`src/rtl/spi_master_6502.sv`:
```
// Memory-mapped SPI master (mode 0, 8-bit, MSB first) for the 6502 SoC bus.
// Registers: DATA, CTRL/STATUS, DIV, OVR-clear/RX-peek; registered read data.
module spi_master_6502 #(
   parameter logic [7:0] DIV_INIT = 8'd3
) (
   input  logic       clk,
   input  logic       reset,
   input  logic       cs,
   input  logic       we,
   input  logic [1:0] rs,
   input  logic [7:0] din,
   output logic [7:0] dout,
   output logic       irq,
   output logic       sclk,
   output logic       mosi,
   input  logic       miso,
   output logic       ss_n
);

   typedef enum logic [1:0] {S_IDLE, S_LOW, S_HIGH} state_t;

   state_t     r_state;
   logic [7:0] r_div;
   logic [7:0] r_div_act;
   logic [7:0] r_cnt;
   logic [7:0] r_sh;
   logic [7:0] r_rx;
   logic [7:0] r_dout;
   logic [2:0] r_bits;
   logic       r_in;
   logic       r_busy;
   logic       r_done;
   logic       r_ovr;
   logic       r_ss;
   logic       r_irq_en;
   logic       r_irq;
   logic       r_sclk;
   logic       r_mosi;
   logic       r_ss_n;

   logic       w_wr;
   logic       w_rd;
   logic       w_edge;
   logic       w_finish;
   logic [7:0] w_status;

   assign w_wr     = cs & we;
   assign w_rd     = cs & ~we;
   assign w_edge   = (r_cnt == r_div_act);
   assign w_finish = (r_state == S_HIGH) && w_edge && (r_bits == 3'd7);
   assign w_status = {r_busy, r_done, r_ovr, 3'b000, r_irq_en, r_ss};

   always_ff @(posedge clk or posedge reset) begin
      if (reset) begin
         r_state   <= S_IDLE;
         r_div     <= DIV_INIT;
         r_div_act <= DIV_INIT;
         r_cnt     <= 8'd0;
         r_sh      <= 8'd0;
         r_rx      <= 8'd0;
         r_dout    <= 8'd0;
         r_bits    <= 3'd0;
         r_in      <= 1'b0;
         r_busy    <= 1'b0;
         r_done    <= 1'b0;
         r_ovr     <= 1'b0;
         r_ss      <= 1'b0;
         r_irq_en  <= 1'b0;
         r_irq     <= 1'b0;
         r_sclk    <= 1'b0;
         r_mosi    <= 1'b0;
         r_ss_n    <= 1'b1;
      end else begin
         if (w_rd) begin
            case (rs)
               2'd1:    r_dout <= w_status;
               2'd2:    r_dout <= r_div;
               default: r_dout <= r_rx;
            endcase
         end

         if (w_wr && rs == 2'd1) begin
            r_ss     <= din[0];
            r_irq_en <= din[1];
            r_ss_n   <= ~din[0];
         end
         if (w_wr && rs == 2'd2) r_div <= din;

         // Setting always beats clearing for the sticky status flags.
         if (w_finish)                        r_done <= 1'b1;
         else if (w_rd && rs == 2'd0)         r_done <= 1'b0;
         if (w_wr && rs == 2'd0 && r_busy)    r_ovr  <= 1'b1;
         else if (w_wr && rs == 2'd3)         r_ovr  <= 1'b0;

         r_irq <= r_done & r_irq_en;

         case (r_state)
            S_IDLE: begin
               r_div_act <= r_div;
               if (w_wr && rs == 2'd0) begin
                  r_sh    <= din;
                  r_mosi  <= din[7];
                  r_busy  <= 1'b1;
                  r_cnt   <= 8'd0;
                  r_bits  <= 3'd0;
                  r_state <= S_LOW;
               end
            end
            S_LOW: begin
               if (w_edge) begin
                  r_cnt     <= 8'd0;
                  r_div_act <= r_div;
                  r_sclk    <= 1'b1;
                  r_in      <= miso;
                  r_state   <= S_HIGH;
               end else begin
                  r_cnt <= r_cnt + 8'd1;
               end
            end
            S_HIGH: begin
               if (w_edge) begin
                  r_cnt     <= 8'd0;
                  r_div_act <= r_div;
                  r_sclk    <= 1'b0;
                  // Received bit is held aside until the falling edge so the
                  // outgoing LSB is not overwritten before it is shifted out.
                  if (r_bits == 3'd7) begin
                     r_rx    <= {r_sh[6:0], r_in};
                     r_busy  <= 1'b0;
                     r_state <= S_IDLE;
                  end else begin
                     r_sh    <= {r_sh[6:0], r_in};
                     r_mosi  <= r_sh[6];
                     r_bits  <= r_bits + 3'd1;
                     r_state <= S_LOW;
                  end
               end else begin
                  r_cnt <= r_cnt + 8'd1;
               end
            end
            default: r_state <= S_IDLE;
         endcase
      end
   end

   assign dout = r_dout;
   assign irq  = r_irq;
   assign sclk = r_sclk;
   assign mosi = r_mosi;
   assign ss_n = r_ss_n;

endmodule

```
`config.mk`:
```
export PLATFORM = sky130hd
export DESIGN_NAME = spi_master_6502
export DESIGN_NICKNAME = d
export VERILOG_FILES = /design/src/rtl/spi_master_6502.sv
export SDC_FILE = /design/constraint.sdc
export NUM_CORES = 1
export LEC_CHECK = 0
export CAP_MARGIN = 20
export CELL_PAD_IN_SITES_DETAIL_PLACEMENT = 0
export CELL_PAD_IN_SITES_GLOBAL_PLACEMENT = 2
export CORE_MARGIN = 2
export CORE_UTILIZATION = 41
export CTS_CLUSTER_DIAMETER = 30
export DETAILED_ROUTE_END_ITERATION = 8
export PLACE_DENSITY_LB_ADDON = 0.15
export REMOVE_ABC_BUFFERS = 1
export SYNTH_ARGS = -nofsm -noshare
export SYNTH_HDL_FRONTEND = slang
export SYNTH_SLANG_ARGS = --single-unit
export TNS_END_PERCENT = 100
```
`constraint.sdc`:
```
create_clock -name clk -period 3.8 [get_ports clk]
set_input_delay 0.38 -clock clk [delete_from_list [all_inputs] [get_ports clk]]
set_output_delay 0.38 -clock clk [all_outputs]
set_load 0.02 [all_outputs]
```
==> flow_summary.json, run 1 <==
{
  "cp_slowest_stage_delay_ps": 670,
  "fmax_mhz": 421,
  "cts_resized": 0,
  "end_kind": "flip-flop",
  "status": "finished, final reports clean",
  "period_minus_slack_ps": 2380,
  "crit_required_ps": 4020,
  "synth_fa_ha_area_share_pct": 4.89,
  "yosysTopAreaCell": "dfrtp_1",
  "cp.arrival_ps": 2590,
  "synthMuxAreaShare_pct": 13.1,
  "initial_core_util_pct": 42.3,
  "path_clk_slew_ps": 70,
  "grt_max_degree": 34,
  "max_cap_violations": 0,
  "yosys_warnings": 0,
  "period_share_pct": 62.5,
  "row_count": 31,
  "crit_chain": "inv_1 > ha_1 > nand2_1 > nor3_4 > mux2_2",
  "synth_cells": 280,
  "netlist_area_mm2": 0.00307,
  "multiInputGateArea_mm2": 0.00141,
  "pre_cts_ws_ps": 1350,
  "postSynth.asyncResetShare_pct": 100,
  "netlist_top_cells_area": "dfrtp_1 (46%), mux2_2 (10%), ha_1 (4.9%)",
  "ys.flop_type": "dfrtp_1",
  "rsz0062_at_grt": "false",
  "critPathTopFamily": "simple AND/OR/NAND/NOR gates",
  "grt_util_all_layers_pct": 17.8,
  "cts_root_buf": "clkbuf_8",
  "drt-wirelength-per-cell_um": 15.9,
  "wl_um": 6530,
  "fin_nets": 335,
  "seq_area_mm2": 0.00156,
  "yosys.area_share.xor_xnor_pct": 2.53,
  "ctsLongestPathBuffers": 2,
  "skew_ps": 7.91,
  "gp_congestion": 0.736,
  "cts_sinks": 62,
  "io_buffer_count": 26,
  "crit_type": "flip-flop to flip-flop",
  "synth_cell_type_count": 43,
  "die_h_um": 90.6,
  "post-route-util_pct": 49.4,
  "vias": 2130,
  "grt_pass1_vias": 2172,
  "die-area_mm2": 0.00820,
  "finalSetupViolations": 0,
  "crit_path_max_fanout": 23,
  "synth_top_family_by_area": "multiplexers",
  "htree_levels": 3,
  "critPathSlowestCell": "ha_1",
  "synth-compound-area-share_pct": 12.6,
  "synth_top_area_share_pct": 46.4,
  "gr-total-overflow": 0,
  "die_x_um": 90.6,
  "hold_viol": 0,
  "leakagePower_nw": 1.55,
  "slew_violations": 0,
  "nFillCells": 690,
  "yosysSeqAreaShare_pct": 50.7,
  "cts_tree": "yes",
  "crit_path_start_kind": "flip-flop",
  "drive_gt1_share_pct": 18.3,
  "irDropWorstVdd_v": 0.000357,
  "clkLatencyLatePin_ps": 330,
  "antennaDiodeCount": 0,
  "ant_nets": 0,
  "synth_seq_cells": 62,
  "grt_pass1_wl_um": 11500,
  "syn_avg_cell_area_um2": 11.0,
  "vias_per_cell": 5.18,
  "setup_tns_ps": 0,
  "tightest_slew_ps": 781,
  "core_area_mm2": 0.00725,
  "cellPowerDensity_mw_per_mm2": 699,
  "cts_buffers": 9,
  "ios": 27,
  "dr.pass1.iters": 4,
  "critPathBufInv": 1,
  "min_path_type": "primary input to asynchronous set/reset pin",
  "post-route-worst-setup-slack_ps": 1420,
  "slew-limit-headroom_pct": 47.9,
  "drc_errors": 0,
  "cts_hold_buf": 0,
  "synth_simple_gate_area_share_pct": 12.7,
  "cts_setup_buffers": 0,
  "drt_first_iter_violations": 82,
  "synth_edf_count": 0,
  "place_hpwl_um": 4770,
  "area_growth_pct": 16.6,
  "antenna_found_initial": 0
}
## cells in the final DEF, fill, tap and decap left out, types with 2 or more instances in the layout
master / n
clkbuf_8: 10
clkinv_2: 3
nor3_1: 3
nor2b_1: 4
a32o_1: 2
a21oi_1: 5
a22oi_1: 5
mux2_2: 28
nor2_1: 17
o22a_1: 7
nand3_1: 8
dfrtp_1: 57
nand2_1: 28
clkdlybuf4s50_1: 26
nand2b_1: 3
ha_1: 12
a31oi_1: 7
a22o_1: 2
xnor2_1: 7
nand4_1: 4
o21ai_0: 25
inv_1: 14
nor4_1: 2
mux2i_1: 5
o211ai_1: 2
dfstp_2: 5
and2_1: 2
## sequential cells by signal, summed over array words and instances, names as in the netlist, 2 cells and up
| signal | cells |
|---|---|
| r_div_act | 8 |
| r_state | 2 |
| r_bits | 3 |
| r_sh | 7 |
| r_rx | 8 |
| r_div | 8 |
| r_cnt | 8 |
| dout | 8 |
## area by class of cell
cell class / count / share of cell area [%]
inverters: 15 / 1.57
repair buffers: 27 / 7.48
flip-flops and latches: 62 / 43.5
clock buffers: 11 / 3.95
well taps: 99 / 3.46
multi-input cells: 193 / 39.4
clock inverters: 4 / 0.664
## kinds of logic (layout without fill, tap and decap cells)
family	after synthesis	after routing
flip-flops	62	62
XOR/XNOR	8	8
multiplexers	35	35
buffers and inverters	25	57
AO/OA/AOI/OAI	61	61
adder cells (fa/ha/maj)	12	12
AND/OR/NAND/NOR	77	77
## Yosys cell counts, types with 2 or more instances
cell      instances
nand4_1           4
nor4_1            2
dfrtp_1          57
mux2_2           28
a31oi_1           7
nor3_1            3
a22oi_1           5
inv_1            15
o211ai_1          2
nand2_1          28
nor2_1           17
a21oi_1           5
buf_2             2
and2_1            2
a22o_1            2
o21ai_0          25
nor2b_1           4
a32o_1            2
nand3_1           8
xnor2_1           7
ha_1             12
dfstp_2           5
clkbuf_1          6
o22a_1            7
mux2i_1           5
nand2b_1          3
## power breakdown
part	total (mW)	switching [mW]	internal [mW]
registers	1.03	0.170	0.857
clock network	0.495	0.247	0.249
logic	0.979	0.537	0.442
total	2.50	0.954	1.55
## routing by layer
metal  vias to the layer above  GRT usage [%]  routed length (um)
met5                         -              0                   0
met4                         0           7.05                  91
met3                         9           3.59                 187
li1                       1049              -                   -
met2                        35           25.1                2870
met1                      1037           26.6                3380
## worst paths after layout
| path | startpoint | endpoint | slack (ps) | depth (start not counted) |
|---|---|---|---|---|
| setup / recovery | r_state[0]$_DFFE_PP0P_ | r_rx[1]$_DFFE_PP0P_ | 1420 | 5 |
| hold / removal | reset | sclk$_DFFE_PP0P_ | 460 | 2 |
| setup reg to reg | r_state[0]$_DFFE_PP0P_ | r_rx[1]$_DFFE_PP0P_ | 1420 | 5 |
| hold reg to reg | ss_n$_DFFE_PP1P_ | ss_n$_DFFE_PP1P_ | 480 | 2 |
| max in group asynchronous | reset | r_div[1]$_DFFE_PP1P_ | 2440 | 3 |
| min in group clk | ss_n$_DFFE_PP1P_ | ss_n$_DFFE_PP1P_ | 480 | 2 |
## stage by stage
stage	cell area (um2)	power, mW	cells	hold slack, ps
after floorplan	3020	1.75	270	456
after global placement	3420	2.02	396	463
after detailed placement	3420	2.03	396	470
after CTS	3580	2.53	411	484
after global routing	3580	2.70	411	502
final	3580	2.50	411	462
(Power assumes the default switching activity.)
==> run 2: changes to the inputs <==
--- a/config.mk
+++ b/config.mk
@@ -9,7 +9,7 @@
 export CELL_PAD_IN_SITES_DETAIL_PLACEMENT = 0
 export CELL_PAD_IN_SITES_GLOBAL_PLACEMENT = 2
 export CORE_MARGIN = 2
-export CORE_UTILIZATION = 41
+export CORE_UTILIZATION = 34
 export CTS_CLUSTER_DIAMETER = 30
 export DETAILED_ROUTE_END_ITERATION = 8
 export PLACE_DENSITY_LB_ADDON = 0.15
==> constraint.sdc (replaced) <==
create_clock -name clk -period 1.95 [get_ports clk]
set_input_delay 0.195 -clock clk [delete_from_list [all_inputs] [get_ports clk]]
set_output_delay 0.195 -clock clk [all_outputs]
set_load 0.02 [all_outputs]
==> flow_summary.json, run 2 (synthesis gave the netlist of run 1 again) <==
{
  "tightest_slew_ps": 548,
  "final_cell_count_no_fill": 445,
  "post-route-util_pct": 44.1,
  "path_clk_slew_ps": 70,
  "antenna_found_initial": 0,
  "drc_errors": 0,
  "vias_per_cell": 4.94,
  "grt_util_all_layers_pct": 15.6,
  "power.internal_mw": 3.51,
  "dpl_cell_area_mm2": 0.00362,
  "fin_nets": 359,
  "ios": 27,
  "end_kind": "flip-flop",
  "die_h_um": 99.1,
  "period_share_pct": 93.8,
  "slew-limit-headroom_pct": 63.4,
  "gp_congestion": 0.759,
  "cp_slowest_stage_delay_ps": 550,
  "skew_ps": 8.91,
  "post-route-worst-setup-slack_ps": 121,
  "antennaDiodeCount": 0,
  "ant_nets": 0,
  "place_hpwl_um": 5210,
  "final_common_cell": "dfrtp_1",
  "timing.hold.ws_ps": 235,
  "power_frac_seq_pct": 36.3,
  "crit_required_ps": 2170,
  "htree_levels": 3,
  "multiInputGateArea_mm2": 0.00141,
  "dr.pass1.iters": 4,
  "crit_path_start_kind": "flip-flop",
  "core_area_mm2": 0.00872,
  "drt-wirelength-per-cell_um": 15.9,
  "fmax_mhz": 547,
  "grt_max_degree": 63,
  "finalSetupViolations": 0,
  "nFillCells": 838,
  "initial_core_util_pct": 35.2,
  "critPathTopFamily": "simple AND/OR/NAND/NOR gates",
  "cts_buffers": 9,
  "period_minus_slack_ps": 1830,
  "grt_pass1_vias": 2254,
  "cts_tree": "yes",
  "slew_violations": 0,
  "switching_power_mw": 1.99,
  "total_power_mw": 5.50,
  "crit_chain": "xnor2_1 > nand4_2 > nor2_4 > buf_4 > nand2_2 > mux2_4",
  "max_cap_violations": 0,
  "gr-total-overflow": 0,
  "grt_pass1_wl_um": 11700,
  "crit_path_max_fanout": 5,
  "row_count": 34,
  "critPathSlowestCell": "dfstp_2",
  "final_cell_mix": "dfrtp_1 (57), mux2_2 (28), nand2_1 (28)",
  "crit_type": "flip-flop to flip-flop",
  "rsz0062_at_grt": "false",
  "die-area_mm2": 0.00981,
  "cts_resized": 0,
  "ctsLongestPathBuffers": 2,
  "cp.arrival_ps": 2050,
  "hold_viol": 0,
  "vias": 2200,
  "irDropWorstVdd_v": 0.000677,
  "seq_area_mm2": 0.00156,
  "leakagePower_nw": 1.69,
  "io_buffer_count": 26,
  "clkLatencyLatePin_ps": 340,
  "min_path_type": "primary input to asynchronous set/reset pin",
  "pre_cts_ws_ps": 13.2,
  "pwr-share-clk_pct": 22.6,
  "design_area_mm2": 0.00385,
  "cellPowerDensity_mw_per_mm2": 1430,
  "drt_first_iter_violations": 46,
  "power.share.switching_pct": 36.1,
  "place_inst": 428,
  "combPwrFrac_pct": 41.1,
  "wl_um": 7070,
  "status": "finished, final reports clean",
  "setup_tns_ps": 0,
  "critPathBufInv": 1,
  "die_x_um": 99.1,
  "drive_gt1_share_pct": 24.3,
  "area_growth_pct": 25.2,
  "cts_sinks": 62,
  "cts_root_buf": "clkbuf_8"
}
==> run 2: changes by cell type in the layout (fill, tap and decap cells not counted) <==
cell,before,now
clkinv_2,3,2
clkbuf_8,10,9
bufinv_16,0,2
clkinvlp_4,0,1
buf_12,0,2
buf_4,1,23
==> run 2: tightest hold or removal path: cells and delay by family <==
| family | cells | cell delay (ps) |
|---|---|---|
| buffers and inverters | 3 | 780 |
==> run 2: layout make-up <==
class | count | share of cell area [%]
clock buffer | 10 | 3.32
clock inverter | 6 | 2.24
inverter | 15 | 1.46
multi-input combinational | 193 | 36.7
sequential | 62 | 40.5
tap | 108 | 3.51
timing repair buffer | 51 | 12.3
==> run 2: layer usage <==
layer | global-route usage, % | vias to the layer above | wire length [um]
met2 | 23.5 | 39 | 3170
met4 | 4.74 | 0 | 91
li1 | - | 1097 | -
met3 | 4.04 | 10 | 254
met5 | 0 | - | 0
met1 | 22.1 | 1054 | 3550
==> run 2: worst paths after layout <==
kind	from	to	slack (ps)	cells after the start
max	r_div_act[0]$_DFFE_PP1P_	r_in$_DFFE_PP0P_	120	6
min	reset	r_cnt[4]$_DFFE_PP0P_	240	3
max reg2reg	r_div_act[0]$_DFFE_PP1P_	r_in$_DFFE_PP0P_	120	6
min reg2reg	dout[1]$_DFFE_PP0P_	dout[1]$_DFFE_PP0P_	480	2
max in group asynchronous	reset	ss_n$_DFFE_PP1P_	1390	3
min in group clk	miso	r_in$_DFFE_PP0P_	470	2
==> run 2: power groups by stage <==
stage	clock network (mW)	registers, mW	logic [mW]
after global placement	0	2.02	2.27
after detailed placement	0	2.03	2.27
after global routing	1.33	2.05	2.49
after CTS	1.28	2.01	2.28
after floorplan	0	1.97	1.44
final	1.24	2.00	2.26
==> run 2: repair_timing <==
action / in CTS / in global routing
buffers inserted: 0 / 1
setup endpoints to repair: 0 / 2
hold buffers: 0 / 0
